## config.mk

```make
export PLATFORM = sky130hd
export DESIGN_NAME = rr_grant_arbiter_flat
export DESIGN_NICKNAME = d
export VERILOG_FILES = /design/src/rtl/rr_grant_arbiter_if.sv /design/src/rtl/rr_grant_arbiter.sv /design/src/flat_wrapper.sv
export SDC_FILE = /design/constraint.sdc
export NUM_CORES = 1
export LEC_CHECK = 0
export BUFFER_PORTS_ARGS = -buffer_cell sky130_fd_sc_hd__buf_2
export CAP_MARGIN = 0
export CELL_PAD_IN_SITES_DETAIL_PLACEMENT = 2
export CELL_PAD_IN_SITES_GLOBAL_PLACEMENT = 2
export CORE_UTILIZATION = 33
export CTS_BUF_LIST = sky130_fd_sc_hd__clkbuf_4
export CTS_CLUSTER_SIZE = 28
export DETAILED_ROUTE_END_ITERATION = 8
export PLACE_DENSITY_LB_ADDON = 0.1
export SLEW_MARGIN = 0
export SYNTH_ARGS = -nofsm -noshare
export SYNTH_HDL_FRONTEND = slang
export SYNTH_SLANG_ARGS = --single-unit
export TNS_END_PERCENT = 20
```

## constraint.sdc

```tcl
create_clock -name clk -period 3.2 [get_ports clk]
set_input_delay 0 -clock clk [delete_from_list [all_inputs] [get_ports clk]]
set_output_delay 0 -clock clk [all_outputs]
set_load 0.03 [all_outputs]
```

## src/rtl/rr_grant_arbiter_if.sv

```systemverilog
// rr_grant_arbiter_if: request/grant bundle between requesters, shared resource and the round-robin arbiter.
interface rr_grant_arbiter_if #(
    parameter int N    = 4,
    parameter int IDXW = $clog2(N)
);
    logic [N-1:0]    req;
    logic            done;
    logic [N-1:0]    grant;
    logic [IDXW-1:0] grant_idx;
    logic            grant_valid;
    logic            timeout;

    modport slave (
        input  req, done,
        output grant, grant_idx, grant_valid, timeout
    );

    modport master (
        output req, done,
        input  grant, grant_idx, grant_valid, timeout
    );
endinterface

```

## src/rtl/rr_grant_arbiter.sv

```systemverilog
// rr_grant_arbiter: round-robin arbiter holding a registered one-hot grant until done.
// Define ARB_TIMEOUT_EN to add a watchdog that releases a grant after TIMEOUT busy cycles.
module rr_grant_arbiter #(
    parameter int N       = 4,
    parameter int IDXW    = $clog2(N),
    parameter int TIMEOUT = 255
) (
    input logic clk,
    input logic rst_n,
    rr_grant_arbiter_if.slave bus
);
    typedef enum logic {IDLE, BUSY} state_t;

    state_t          state_q, state_d;
    logic [N-1:0]    grant_q, grant_d;
    logic [IDXW-1:0] idx_q, idx_d;
    logic [IDXW-1:0] ptr_q, ptr_d;
    logic [IDXW-1:0] sel;
    logic            expire;
    int              j;

`ifdef ARB_TIMEOUT_EN
    localparam int CW = $clog2(TIMEOUT + 1);
    logic [CW-1:0] cnt_q, cnt_d;
    logic          timeout_q, timeout_d;

    // Expiry is seen during the TIMEOUT-th busy cycle so release lands after exactly TIMEOUT cycles.
    assign expire = cnt_q >= CW'(TIMEOUT - 1);

    always_comb begin
        cnt_d     = (state_q == IDLE) ? '0 : cnt_q + 1'b1;
        timeout_d = (state_q == BUSY) && expire && !bus.done;
    end

    always_ff @(posedge clk or negedge rst_n) begin
        if (!rst_n) begin
            cnt_q     <= '0;
            timeout_q <= 1'b0;
        end else begin
            cnt_q     <= cnt_d;
            timeout_q <= timeout_d;
        end
    end

    assign bus.timeout = timeout_q;
`else
    assign expire      = 1'b0;
    assign bus.timeout = 1'b0;
`endif

    // Scan offsets from the far end so the closest set bit after ptr wins.
    always_comb begin
        sel = '0;
        j   = 0;
        for (int k = N - 1; k >= 0; k--) begin
            j = int'(ptr_q) + k;
            if (j >= N) j = j - N;
            if (bus.req[j]) sel = IDXW'(j);
        end
    end

    always_comb begin
        state_d = state_q;
        grant_d = grant_q;
        idx_d   = idx_q;
        ptr_d   = ptr_q;
        if (state_q == IDLE) begin
            if (|bus.req) begin
                grant_d      = '0;
                grant_d[sel] = 1'b1;
                idx_d        = sel;
                state_d      = BUSY;
            end
        end else if (bus.done || expire) begin
            grant_d = '0;
            idx_d   = '0;
            ptr_d   = (idx_q == IDXW'(N - 1)) ? '0 : idx_q + 1'b1;
            state_d = IDLE;
        end
    end

    always_ff @(posedge clk or negedge rst_n) begin
        if (!rst_n) begin
            state_q <= IDLE;
            grant_q <= '0;
            idx_q   <= '0;
            ptr_q   <= '0;
        end else begin
            state_q <= state_d;
            grant_q <= grant_d;
            idx_q   <= idx_d;
            ptr_q   <= ptr_d;
        end
    end

    assign bus.grant       = grant_q;
    assign bus.grant_idx   = idx_q;
    assign bus.grant_valid = |grant_q;
endmodule

```

## src/flat_wrapper.sv

```systemverilog
// flat-port wrapper written by rule: the top's interface ports become plain ports
module rr_grant_arbiter_flat 
#(
    parameter int N       = 4,
    parameter int IDXW    = $clog2(N),
    parameter int TIMEOUT = 255
)
  (clk, rst_n, bus_req, bus_done, bus_grant, bus_grant_idx, bus_grant_valid, bus_timeout);
  rr_grant_arbiter_if #(.N(N), .IDXW(IDXW)) bus_i ();
  input logic clk;
  input logic rst_n;
  input wire logic [$bits(bus_i.req)-1:0] bus_req;
  input wire logic [$bits(bus_i.done)-1:0] bus_done;
  output wire logic [$bits(bus_i.grant)-1:0] bus_grant;
  output wire logic [$bits(bus_i.grant_idx)-1:0] bus_grant_idx;
  output wire logic [$bits(bus_i.grant_valid)-1:0] bus_grant_valid;
  output wire logic [$bits(bus_i.timeout)-1:0] bus_timeout;
  assign bus_i.req = bus_req;
  assign bus_i.done = bus_done;
  assign bus_grant = bus_i.grant;
  assign bus_grant_idx = bus_i.grant_idx;
  assign bus_grant_valid = bus_i.grant_valid;
  assign bus_timeout = bus_i.timeout;
  rr_grant_arbiter #(.N(N), .IDXW(IDXW), .TIMEOUT(TIMEOUT)) u_core (.clk(clk), .rst_n(rst_n), .bus(bus_i));
endmodule
```

==> results of run 1 <==
[area by class of cell]
type	instances	area share
Multi-Input combinational cell	33	0.3935
Inverter	1	0.006452
Clock buffer	4	0.05161
Sequential cell	9	0.3871
Tap cell	15	0.03226
Timing Repair Buffer	14	0.1290
[critical path, delay by kind of cell, from the launching register on]
family,cells,cell delay [ns]
flip-flops,1,0.38
AO/OA/AOI/OAI,2,0.63
AND/OR/NAND/NOR,2,0.39
[power groups by stage]
| stage | Clock [mW] | Combinational, mW | Sequential (mW) |
|---|---|---|---|
| 5_1_grt | 0.108 | 0.195 | 0.175 |
| 2_1_floorplan | 0 | 0.0921 | 0.202 |
| 6_report | 0.103 | 0.178 | 0.171 |
| 4_1_cts | 0.106 | 0.179 | 0.171 |
| 3_3_place_gp | 0 | 0.169 | 0.168 |
| 3_5_place_dp | 0 | 0.176 | 0.174 |
[logic make-up (layout without fill, tap and decap cells)]
logic type / count (synthesis) / in the layout / share of synthesized area
and+or+nand+nor: 18 / 18 / 0.2284
AOI/OAI and AO/OA: 11 / 11 / 0.1732
DFF: 9 / 9 / 0.4724
buffers and inverters: 3 / 19 / 0.04724
muxes: 2 / 2 / 0.04462
adders and majority gates: 1 / 1 / 0.02624
other: 1 / 1 / 0.007866
[sequential cells by signal (all words and copies together), names as in the netlist]
register / count
u_core.bus.grant: 4
u_core.bus.grant_idx: 2
u_core.ptr_q: 2
u_core.state_q: 1
[worst max-delay path by stage]
stage	startpoint	endpoint
after floorplan	u_core.ptr_q[1]	u_core.bus.grant[2]
after global placement	u_core.ptr_q[1]	u_core.bus.grant[2]
after detailed placement	u_core.ptr_q[1]	u_core.bus.grant[1]
after CTS	u_core.ptr_q[1]	u_core.bus.grant[1]
after global routing	u_core.ptr_q[0]	u_core.bus.grant[0]
final	u_core.ptr_q[0]	u_core.bus.grant[0]
[per-layer routing]
metal,GRT usage,vias to the layer above,part of all wire
met1,0.2596,213,0.43
met2,0.3105,8,0.52
li1,-,198,-
met3,0.05000,3,0.024
met5,0,-,0
met4,0.1034,0,0.021
[layout by cell type (no fill, tap or decap), drive strengths merged]
cell type and instances:
buf 13, dfrtp 9, clkbuf 4, nand2 3
nor2 3, nand3 3, o31ai 3, a21oi 2
a32o 2, or4 2, nand2b 2, nor3 2
o21a 1, mux2i 1, or3 1, inv 1
and2b 1, a311oi 1, or2b 1, o21ai 1
a31o 1, mux2 1, ha 1, conb 1
dlygate4sd3 1
[repair_timing]
item | in CTS | in global routing
endpoints found under the setup margin | 0 | 0
hold buffers | 1 | 0
hold endpoints to repair | 9 | 0
==> summary.md, run 1 <==
| Metric | Value |
|---|---|
| Status | `finished, final reports clean` |
| Yosys top cell by area | `dfrtp_1` |
| Die X-Extent | `roughly 40 µm` |
| Clock sinks | `9` |
| # DRC | `0` |
| Worst R2R Setup Slack | `roughly 1.7 ns` |
| Most numerous cell in the Yosys netlist | `dfrtp_1` |
| Crit Path Category | `reg -> reg` |
| LEAKAGE | `approximately 0.29 nW` |
| CORE AREA | `1318 µm²` |
| Ordered cell list for the critical path | `and2b_2, a311oi_1, nor2_1, o31ai_1` |
| Port bufs | `13` |
| Utilization after layout | `0.4416` |
| Top cells by area, synth | `dfrtp_1 (47%), o31ai_1 (4.7%), a32o_1 (4.2%)` |
| R2R cell count | `4` |
| Asr flop ratio synth | `1.000` |
| CP Launch Type | `flip-flop` |
| Dpl cell area | `around 540 µm²` |
| Syn_area_per_cell | `around 11 µm²` |
| Seq/Total Area, Yosys | `0.4724` |
| Fill cells | `~150` |
| H-tree depth | `1` |
| Max Transition Viols Final | `0` |
| Dominant synthesized flop cell | `dfrtp_1` |
| Reg-to-reg endpoint | `u_core.bus.grant[0]` |
| Part of the cycle the worst path needs | `0.4691` |
| Synth cell count leaders | `dfrtp_1 (9), nand2_1 (3), nand3_1 (3), nor2_1 (3), o31ai_1 (3)` |
| CP max-delay cell | `a311oi_1` |
| Max Cap Viol | `0` |
| Post-route cell area | `581.8 µm²` |
| Via/cell ratio | `5.553` |
| Pwr Density | `775.4 nW/µm²` |
| IO Pins | `15` |
| Multi-input logic area | `229.0 µm²` |
| DRT Pass-1 Iters | `2` |
| Worst setup skew after layout | `0.005464 ns` |
| Wire per inst | `around 17 µm` |
| Starting density of the core | `0.3618` |
| Hold WC Path Type | `in -> async` |
| Fmax | `666.2 MHz` |
| Cell row count | `13` |
| Crit path time final | `1.501 ns` |
| Peak supply drop | `271.8 µV` |
| Largest net degree at the start of global routing | `11` |
| Clk pwr share | `0.227` |
| Vias in the first global route | `432` |
| Number of CTS-inserted buffers | `3` |
| Place WS | `1.708 ns` |
| Synth cell types | `27` |
| Syn. warnings | `0` |
| Combinational share of power | `0.394` |
| Inst Count DP | `71` |
| Final total power | `451.2 µW` |
| RSZ-0062 raised after global routing | `false` |
| Clk_lat worst skew | `between 0.2 and 0.3 ns` |
| Crit path required time | `3.38 ns` |
| Area Growth Syn to Fin | `22.05%` |
| Via count | `about 420` |
| Yosys reg bits | `9` |
| Syn Std Cell Area | `476.7 µm²` |
| Clock root buffer | `clkbuf_4` |
| Final Hold Fails | `0` |
| Gr usage total | `0.2016` |
| DR iter-0 viols | `2` |
| Die Y | `between 40 and 50 µm` |
| Initial antenna violation count | `0` |
| DIE AREA | `1600 µm²` |
| Clock buffer depth | `2` |
| CP max FO | `4` |
| Crit end category | `flip-flop` |
| Routed WL | `1314 µm` |
| NumNets Final | `70` |
| Gpl congestion | `0.6730` |
| Sequential cell area | `225.2 µm²` |
| Post-synth top area share | `0.4724` |
| Global-route wire length before repair | `slightly above 2000 µm` |
| TritonCTS clock tree | `done` |
| CTS resizes | `0` |
| Net Sw Power | `189.3 µW` |
| CP arrival | `1.68 ns` |
| Fin Hold WS | `between 0.1 and 0.15 ns` |
| Total grt overflow | `0` |
| Routed Antenna Nets | `0` |
| Slowest stage delay, CP | `0.39 ns` |
| Syn nets | `53` |
| Ratio of cells with drive above 1 in the final layout | `0.3607` |
| Number of enable flip-flop cells after synthesis | `0` |
| Synth Instances | `45` |
| Diodes inserted | `0` |
| Accumulated negative setup slack | `0 ns` |
| Clk pin slew, worst setup/hold paths | `~0.07 ns` |
| Final non-filler cell total | `76` |
| Setup violators final | `0` |
| Setup WS post-layout | `1.699 ns` |
| Seq pwr share | `0.379` |
| Post-CTS Setup Inserts | `0` |
| Switching Fraction | `0.4195` |
| Power Internal | `261.9 µW` |
| RR Startpoint | `u_core.ptr_q[0]` |
Power figures use the tool's default switching activity.
==> inputs of run 2 (changes only) <==
--- a/config.mk
+++ b/config.mk
@@ -9,7 +9,7 @@
 export CAP_MARGIN = 0
 export CELL_PAD_IN_SITES_DETAIL_PLACEMENT = 2
 export CELL_PAD_IN_SITES_GLOBAL_PLACEMENT = 2
-export CORE_UTILIZATION = 33
+export CORE_UTILIZATION = 30
 export CTS_BUF_LIST = sky130_fd_sc_hd__clkbuf_4
 export CTS_CLUSTER_SIZE = 28
 export DETAILED_ROUTE_END_ITERATION = 8
==> constraint.sdc (replaced) <==
create_clock -name clk -period 1.5 [get_ports clk]
set_input_delay 0 -clock clk [delete_from_list [all_inputs] [get_ports clk]]
set_output_delay 0 -clock clk [all_outputs]
set_load 0.03 [all_outputs]
==> run 2 against run 1 <==
Effect of this change:
- non-clock buffer count grew 2
- flip-flop and latch count did not move
- register-to-register slack got worse by 1.6 ns
- core utilization fell by 3.6 points
- setup slack worse by 1.6 ns
- power rose by 120%
- count of clock-buffer cells in the layout is the same
- via count up 2.1%
- wire length decreased by 3.0%
- global-route usage fell by 3.0 points
- first-iteration DRC count down 50%
- largest cell class unchanged
==> summary.md, run 2 (synthesis results as in run 1) <==
| Metric | Value |
|---|---|
| Status | `finished, final reports clean (unchanged)` |
| Ratio of cells with drive above 1 in the final layout | `0.4127 (was 0.3607)` |
| Number of CTS-inserted buffers | `3 (unchanged)` |
| Max FFs per register | `4 (unchanged)` |
| IO Pins | `15 (unchanged)` |
| Starting density of the core | `0.3202 (was 0.3618)` |
| CP max FO | `5 (was 4)` |
| Crit end category | `flip-flop (unchanged)` |
| RSZ-0062 raised after global routing | `true (was false)` |
| Clock root buffer | `clkbuf_4 (unchanged)` |
| Part of the cycle the worst path needs | `0.9581 (was 0.4691)` |
| Clk pin slew, worst setup/hold paths | `0.06 ns (was 0.07 ns)` |
| H-tree depth | `1 (unchanged)` |
| Clock buffer depth | `2 (unchanged)` |
| Via/cell ratio | `5.456 (was 5.553)` |
| Setup violators final | `0 (unchanged)` |
| TritonCTS clock tree | `done (unchanged)` |
| Post-CTS Setup Inserts | `0 (unchanged)` |
| Crit path time final | `1.437 ns (was 1.501 ns)` |
| Port bufs | `13 (unchanged)` |
| Via count | `431 (was 422)` |
| Vias in the first global route | `478 (was 432)` |
| Pwr Density | `1619 nW/µm² (was 775.4 nW/µm²)` |
| Routed Antenna Nets | `0 (unchanged)` |
| Crit path required time | `1.67 ns (was 3.38 ns)` |
| DIE AREA | `1752 µm² (was 1600 µm²)` |
| Clk_lat worst skew | `0.27 ns (about the same)` |
| Final Hold Fails | `0 (unchanged)` |
| Inst Count DP | `74 (was 71)` |
| CORE AREA | `1489 µm² (was 1318 µm²)` |
| Utilization after layout | `0.4059 (was 0.4416)` |
| Total grt overflow | `0 (unchanged)` |
| Gpl congestion | `0.6922 (was 0.6730)` |
| Gr usage total | `0.1720 (was 0.2016)` |
| Max Transition Viols Final | `0 (unchanged)` |
| Hold WC Path Type | `in -> async (unchanged)` |
| Routed WL | `1274 µm (was 1314 µm)` |
| Largest net degree at the start of global routing | `11 (unchanged)` |
| Initial antenna violation count | `0 (unchanged)` |
| Max Cap Viol | `0 (unchanged)` |
| CP Launch Type | `flip-flop (unchanged)` |
| Area Growth Syn to Fin | `26.77% (was 22.05%)` |
| Clock sinks | `9 (unchanged)` |
| LEAKAGE | `0.2951 nW (was 0.2867 nW)` |
| Die X-Extent | `41.86 µm (was 40.01 µm)` |
| DP HPWL | `1056 µm` |
| Peak supply drop | `639.4 µV (was 271.8 µV)` |
| Wire per inst | `16.13 µm (was 17.29 µm)` |
| Fmax | `695.8 MHz (was 666.2 MHz)` |
| CP arrival | `1.61 ns (was 1.68 ns)` |
| DR iter-0 viols | `1 (was 2)` |
| Die Y | `41.86 µm (was 40.01 µm)` |
| Crit Path Category | `reg -> reg (unchanged)` |
| Worst setup skew after layout | `0.002319 ns (was 0.005464 ns)` |
| Cell row count | `14 (was 13)` |
| Diodes inserted | `0 (unchanged)` |
| Worst R2R Setup Slack | `0.06 ns (was 1.70 ns)` |
| NumNets Final | `72 (was 70)` |
| Most common cell after layout, fill and taps aside | `buf_2 (unchanged)` |
| DRT Pass-1 Iters | `4 (was 2)` |
| # DRC | `0 (unchanged)` |
| Most frequent cells in the layout | `buf_2 (13), dfrtp_1 (8), clkbuf_4 (4) (was buf_2 (13), dfrtp_1 (9), clkbuf_4 (4))` |
| Final non-filler cell total | `79 (was 76)` |
| Global-route wire length before repair | `2256 µm (was 2042 µm)` |
-- run 2: cell types whose count changed in the layout (fill, tap and decap cells not counted), sizes merged --
| cell | previous run | this run |
|---|---|---|
| buf | 13 | 15 |
-- run 2: layer usage --
metal	vias up	share of wire	wire length [µm]	GRT usage
met5	-	0	0	0
met4	0	0.016	20	0.07742
met3	2	0.038	48	0.02174
met2	12	0.51	656	0.2906
met1	214	0.43	548	0.2179
li1	203	-	-	-
-- run 2: path summary, 6_finish.rpt --
path	from	to	depth (start not counted)
min in group clk	bus_req[1]	u_core.state_q	3
max in group asynchronous	rst_n	u_core.ptr_q[1]	2
hold / removal	rst_n	u_core.bus.grant[1]	2
hold reg to reg	u_core.bus.grant_idx[0]	u_core.ptr_q[0]	1
setup / recovery	u_core.ptr_q[1]	u_core.bus.grant[1]	4
setup reg to reg	u_core.ptr_q[1]	u_core.bus.grant[1]	4
-- run 2: per-stage QoR --
step	power (mW)	setup WS, ns	TNS [ns]	instance area [µm²]	hold slack (ns)
2_1_floorplan	0.6268	0.1769	0	476.7	-0.2956
3_3_place_gp	0.7375	0.07485	0	558.0	-0.1441
3_5_place_dp	0.7623	0.002921	0	558.0	-0.1329
4_1_cts	0.9852	0.02725	0	599.3	0.1202
5_1_grt	1.038	-0.009096	-0.009096	604.3	0.1345
6_report	0.9786	0.06290	0	604.3	0.1101
-- run 2: area by class of cell --
| cell class | instances | area [µm²] |
|---|---|---|
| Tap cell | 16 | 20.02 |
| Inverter | 1 | 3.754 |
| Timing Repair Buffer | 16 | 90.09 |
| Sequential cell | 9 | 226.5 |
| Multi-Input combinational cell | 33 | 234.0 |
| Clock buffer | 4 | 30.03 |
| Fill cell | 170 | 884.6 |
-- run 2: worst max-delay path: stages (launching register included) --
cell and delay [ns]:
dfrtp_2 0.42, mux2i_1 0.19, nor2_1 0.08, or3_4 0.41
o31ai_1 0.25
-- run 2: power breakdown --
| part | internal (mW) | switching, mW | leakage [nW] | total [mW] |
|---|---|---|---|---|
| registers | 0.306 | 0.0609 | 0.113 | 0.367 |
| logic | 0.153 | 0.247 | 0.163 | 0.400 |
| clock network | 0.121 | 0.0906 | 0.0184 | 0.212 |
-- run 2: timing repair --
item                       CTS  global route
cloned                       0             0
setup endpoints to repair    2             2
pin swaps                    0             1
resized for setup            1             1
hold endpoints to repair     9             0
hold buffers                 1             0
==> inputs of run 3 (changes only) <==
--- a/config.mk
+++ b/config.mk
@@ -14,6 +14,7 @@
 export CTS_CLUSTER_SIZE = 28
 export DETAILED_ROUTE_END_ITERATION = 8
 export PLACE_DENSITY_LB_ADDON = 0.1
+export SETUP_SLACK_MARGIN = 0.15
 export SLEW_MARGIN = 0
 export SYNTH_ARGS = -nofsm -noshare
 export SYNTH_HDL_FRONTEND = slang
==> constraint.sdc (replaced) <==
create_clock -name clk -period 1.39 [get_ports clk]
set_input_delay 0 -clock clk [delete_from_list [all_inputs] [get_ports clk]]
set_output_delay 0 -clock clk [all_outputs]
set_load 0.03 [all_outputs]
==> run 3 against run 2 <==
Effect of this change:
- critical endpoint unchanged
- count of clock-buffer cells in the layout is the same
- global-route usage grew 0.90 points
- die area is the same
- power grew 15%
- fmax grew 0.29%
- largest power group unchanged
- register-to-register slack lost 0.11 ns
- core utilization grew 2.7 points
- the flow now finishes with violations (setup timing)
- setup slack lost 0.11 ns
- clock skew grew 0.0011 ns
- flip-flop and latch count is the same
- combinational power grew 27%
==> summary.md, run 3 (synthesis results as in run 1) <==
| Metric | Value |
|---|---|
| Port bufs | `13 (unchanged)` |
| Post-route cell area | `644.4 µm² (was 604.3 µm²)` |
| Crit path required time | `1.56 ns (was 1.67 ns)` |
| Reg-to-reg endpoint | `u_core.bus.grant[1] (unchanged)` |
| H-tree depth | `1 (unchanged)` |
| Final Hold Fails | `0 (unchanged)` |
| DIE AREA | `1752 µm² (unchanged)` |
| Hold Path Cell Cnt | `3` |
| Clock buffer depth | `2 (unchanged)` |
| Ordered cell list for the critical path | `mux2i_1, nor2_1, or3_4, o31ai_4 (was mux2i_1, nor2_1, or3_4, o31ai_1)` |
| Max Transition Viols Final | `0 (unchanged)` |
| Max FFs per register | `4 (unchanged)` |
| Clk pin slew, worst setup/hold paths | `0.06 ns (about the same)` |
| Status | `finished, violations left (was finished, final reports clean)` |
| Vias in the first global route | `503 (was 478)` |
| NumNets Final | `72 (unchanged)` |
| Inst Count DP | `74 (unchanged)` |
| Starting density of the core | `0.3202 (unchanged)` |
| CP max-delay cell | `dfrtp_1 (was dfrtp_2)` |
| Fill cells | `170 (unchanged)` |
| DP HPWL | `1050 µm (was 1056 µm)` |
| Die Y | `41.86 µm (unchanged)` |
| Crit end category | `flip-flop (unchanged)` |
| RSZ-0062 raised after global routing | `true (unchanged)` |
| Initial antenna violation count | `0 (unchanged)` |
| Crit Path Category | `reg -> reg (unchanged)` |
| Routed WL | `1350 µm (was 1274 µm)` |
| Max Cap Viol | `0 (unchanged)` |
| TritonCTS clock tree | `done (unchanged)` |
| Global-route wire length before repair | `2332 µm (was 2256 µm)` |
| Routed Antenna Nets | `0 (unchanged)` |
| CP arrival | `1.61 ns (about the same)` |
| Most common cell after layout, fill and taps aside | `buf_2 (unchanged)` |
| Fmax | `697.9 MHz (was 695.8 MHz)` |
| Part of the cycle the worst path needs | `1.031 (was 0.9581)` |
| Via/cell ratio | `5.392 (was 5.456)` |
| Cell row count | `14 (unchanged)` |
| R2R cell count | `4 (unchanged)` |
| Gr usage total | `0.1810 (was 0.1720)` |
| Pwr Density | `1749 nW/µm² (was 1619 nW/µm²)` |
| Crit path time final | `1.433 ns (was 1.437 ns)` |
| Slowest stage delay, CP | `0.42 ns (about the same)` |
| # DRC | `0 (unchanged)` |
| LEAKAGE | `0.3042 nW (was 0.2951 nW)` |
| Dpl cell area | `564.3 µm² (was 558.0 µm²)` |
| Failing checks | `setup timing` |
| Worst setup skew after layout | `0.003372 ns (was 0.002319 ns)` |
| Clock sinks | `9 (unchanged)` |
| Clock root buffer | `clkbuf_4 (unchanged)` |
| Wire per inst | `17.09 µm (was 16.13 µm)` |
| RR Startpoint | `u_core.ptr_q[1] (unchanged)` |
| Total grt overflow | `0 (unchanged)` |
| CP Launch Type | `flip-flop (unchanged)` |
| Die X-Extent | `41.86 µm (unchanged)` |
| Ratio of cells with drive above 1 in the final layout | `0.4444 (was 0.4127)` |
| IO Pins | `15 (unchanged)` |
| Largest net degree at the start of global routing | `11 (unchanged)` |
| Accumulated negative setup slack | `-0.1017 ns (was 0 ns)` |
| Diodes inserted | `0 (unchanged)` |
| Peak supply drop | `740.7 µV (was 639.4 µV)` |
| Hold WC Path Type | `in -> reg (was in -> async)` |
| Clk_lat worst skew | `0.26 ns (was 0.27 ns)` |
| Final non-filler cell total | `79 (unchanged)` |
| Gpl congestion | `0.6896 (was 0.6922)` |
| WHS Endpoint | `u_core.state_q` |
| Final total power | `1.127 mW (was 978.6 µW)` |
| CP max FO | `5 (unchanged)` |
| CORE AREA | `1489 µm² (unchanged)` |
| Setup WS post-layout | `-0.04295 ns (was 0.06290 ns)` |
| Area Growth Syn to Fin | `35.17% (was 26.77%)` |
| DR iter-0 viols | `6 (was 1)` |
| Number of CTS-inserted buffers | `3 (unchanged)` |
| Worst R2R Setup Slack | `-0.04 ns (was 0.06 ns)` |
| Most frequent cells in the layout | `buf_2 (12), dfrtp_1 (9), clkbuf_4 (4) (was buf_2 (13), dfrtp_1 (8), clkbuf_4 (4))` |
| Min-delay src | `bus_req[1]` |
| Setup violators final | `3 (was 0)` |
| Via count | `426 (was 431)` |
| DRT Pass-1 Iters | `4 (unchanged)` |
## run 3: cell count changes in the layout (fill, tap and decap cells not counted)
cell      delta
or4_4        +1
or4_1        -1
o31ai_4      +1
o31ai_1      -1
a311oi_4     +1
dfrtp_1      +1
a311oi_1     -1
buf_6        +1
buf_2        -1
dfrtp_2      -1
## run 3: power breakdown
group / switching [mW] / leakage [nW] / internal [mW]
logic: 0.296 / 0.171 / 0.213
registers: 0.0648 / 0.114 / 0.328
clock network: 0.0952 / 0.0184 / 0.130
total: 0.456 / 0.304 / 0.671
## run 3: how the worst max path moves through the flow
stage	slack [ns]	depth (start not counted)	end	startpoint
2_1_floorplan	0.09	4	u_core.bus.grant[2]	u_core.ptr_q[1]
3_3_place_gp	0.04	4	u_core.bus.grant[2]	u_core.ptr_q[1]
3_5_place_dp	-0.06	4	u_core.bus.grant[1]	u_core.ptr_q[1]
4_1_cts	-0.05	4	u_core.bus.grant[1]	u_core.ptr_q[1]
5_1_grt	-0.13	4	u_core.bus.grant[1]	u_core.ptr_q[1]
6_report	-0.04	4	u_core.bus.grant[1]	u_core.ptr_q[1]
## run 3: layout make-up
class | count | area (µm²) | area share
Multi-Input combinational cell | 33 | 269.0 | 0.4175
Timing Repair Buffer | 16 | 96.34 | 0.1495
Clock buffer | 4 | 30.03 | 0.04660
Sequential cell | 9 | 225.2 | 0.3495
Tap cell | 16 | 20.02 | 0.03107
Inverter | 1 | 3.754 | 0.005825
## run 3: critical path, delay by kind of cell (launching register included)
kind               cells  cell delay, ns
AOI/OAI and AO/OA      1            0.24
DFF                    1            0.42
muxes                  1            0.21
and+or+nand+nor        2            0.46
## run 3: what timing repair did
item / in CTS / in global routing
hold buffers: 1 / 0
setup endpoints to repair: 7 / 7
hold endpoints to repair: 9 / 0
pin swaps: 2 / 1
buffers inserted: 0 / 0
gates resized for setup: 5 / 2
## run 3: per-layer routing
layer,GRT usage,share of wire
met1,0.2033,0.44
met2,0.3250,0.51
met3,0.03913,0.026
met4,0.07742,0.020
met5,0,0
## run 3: per-stage QoR
stage / setup slack [ns] / hold slack [ns] / utilization
floorplan: 0.08971 / -0.2956 / -
global placement: 0.03505 / -0.1421 / 0.3790
detailed placement: -0.05511 / -0.1374 / 0.3790
CTS: -0.05261 / 0.1022 / 0.4193
global route: -0.1319 / 0.1319 / 0.4328
finish: -0.04295 / 0.1071 / 0.4328
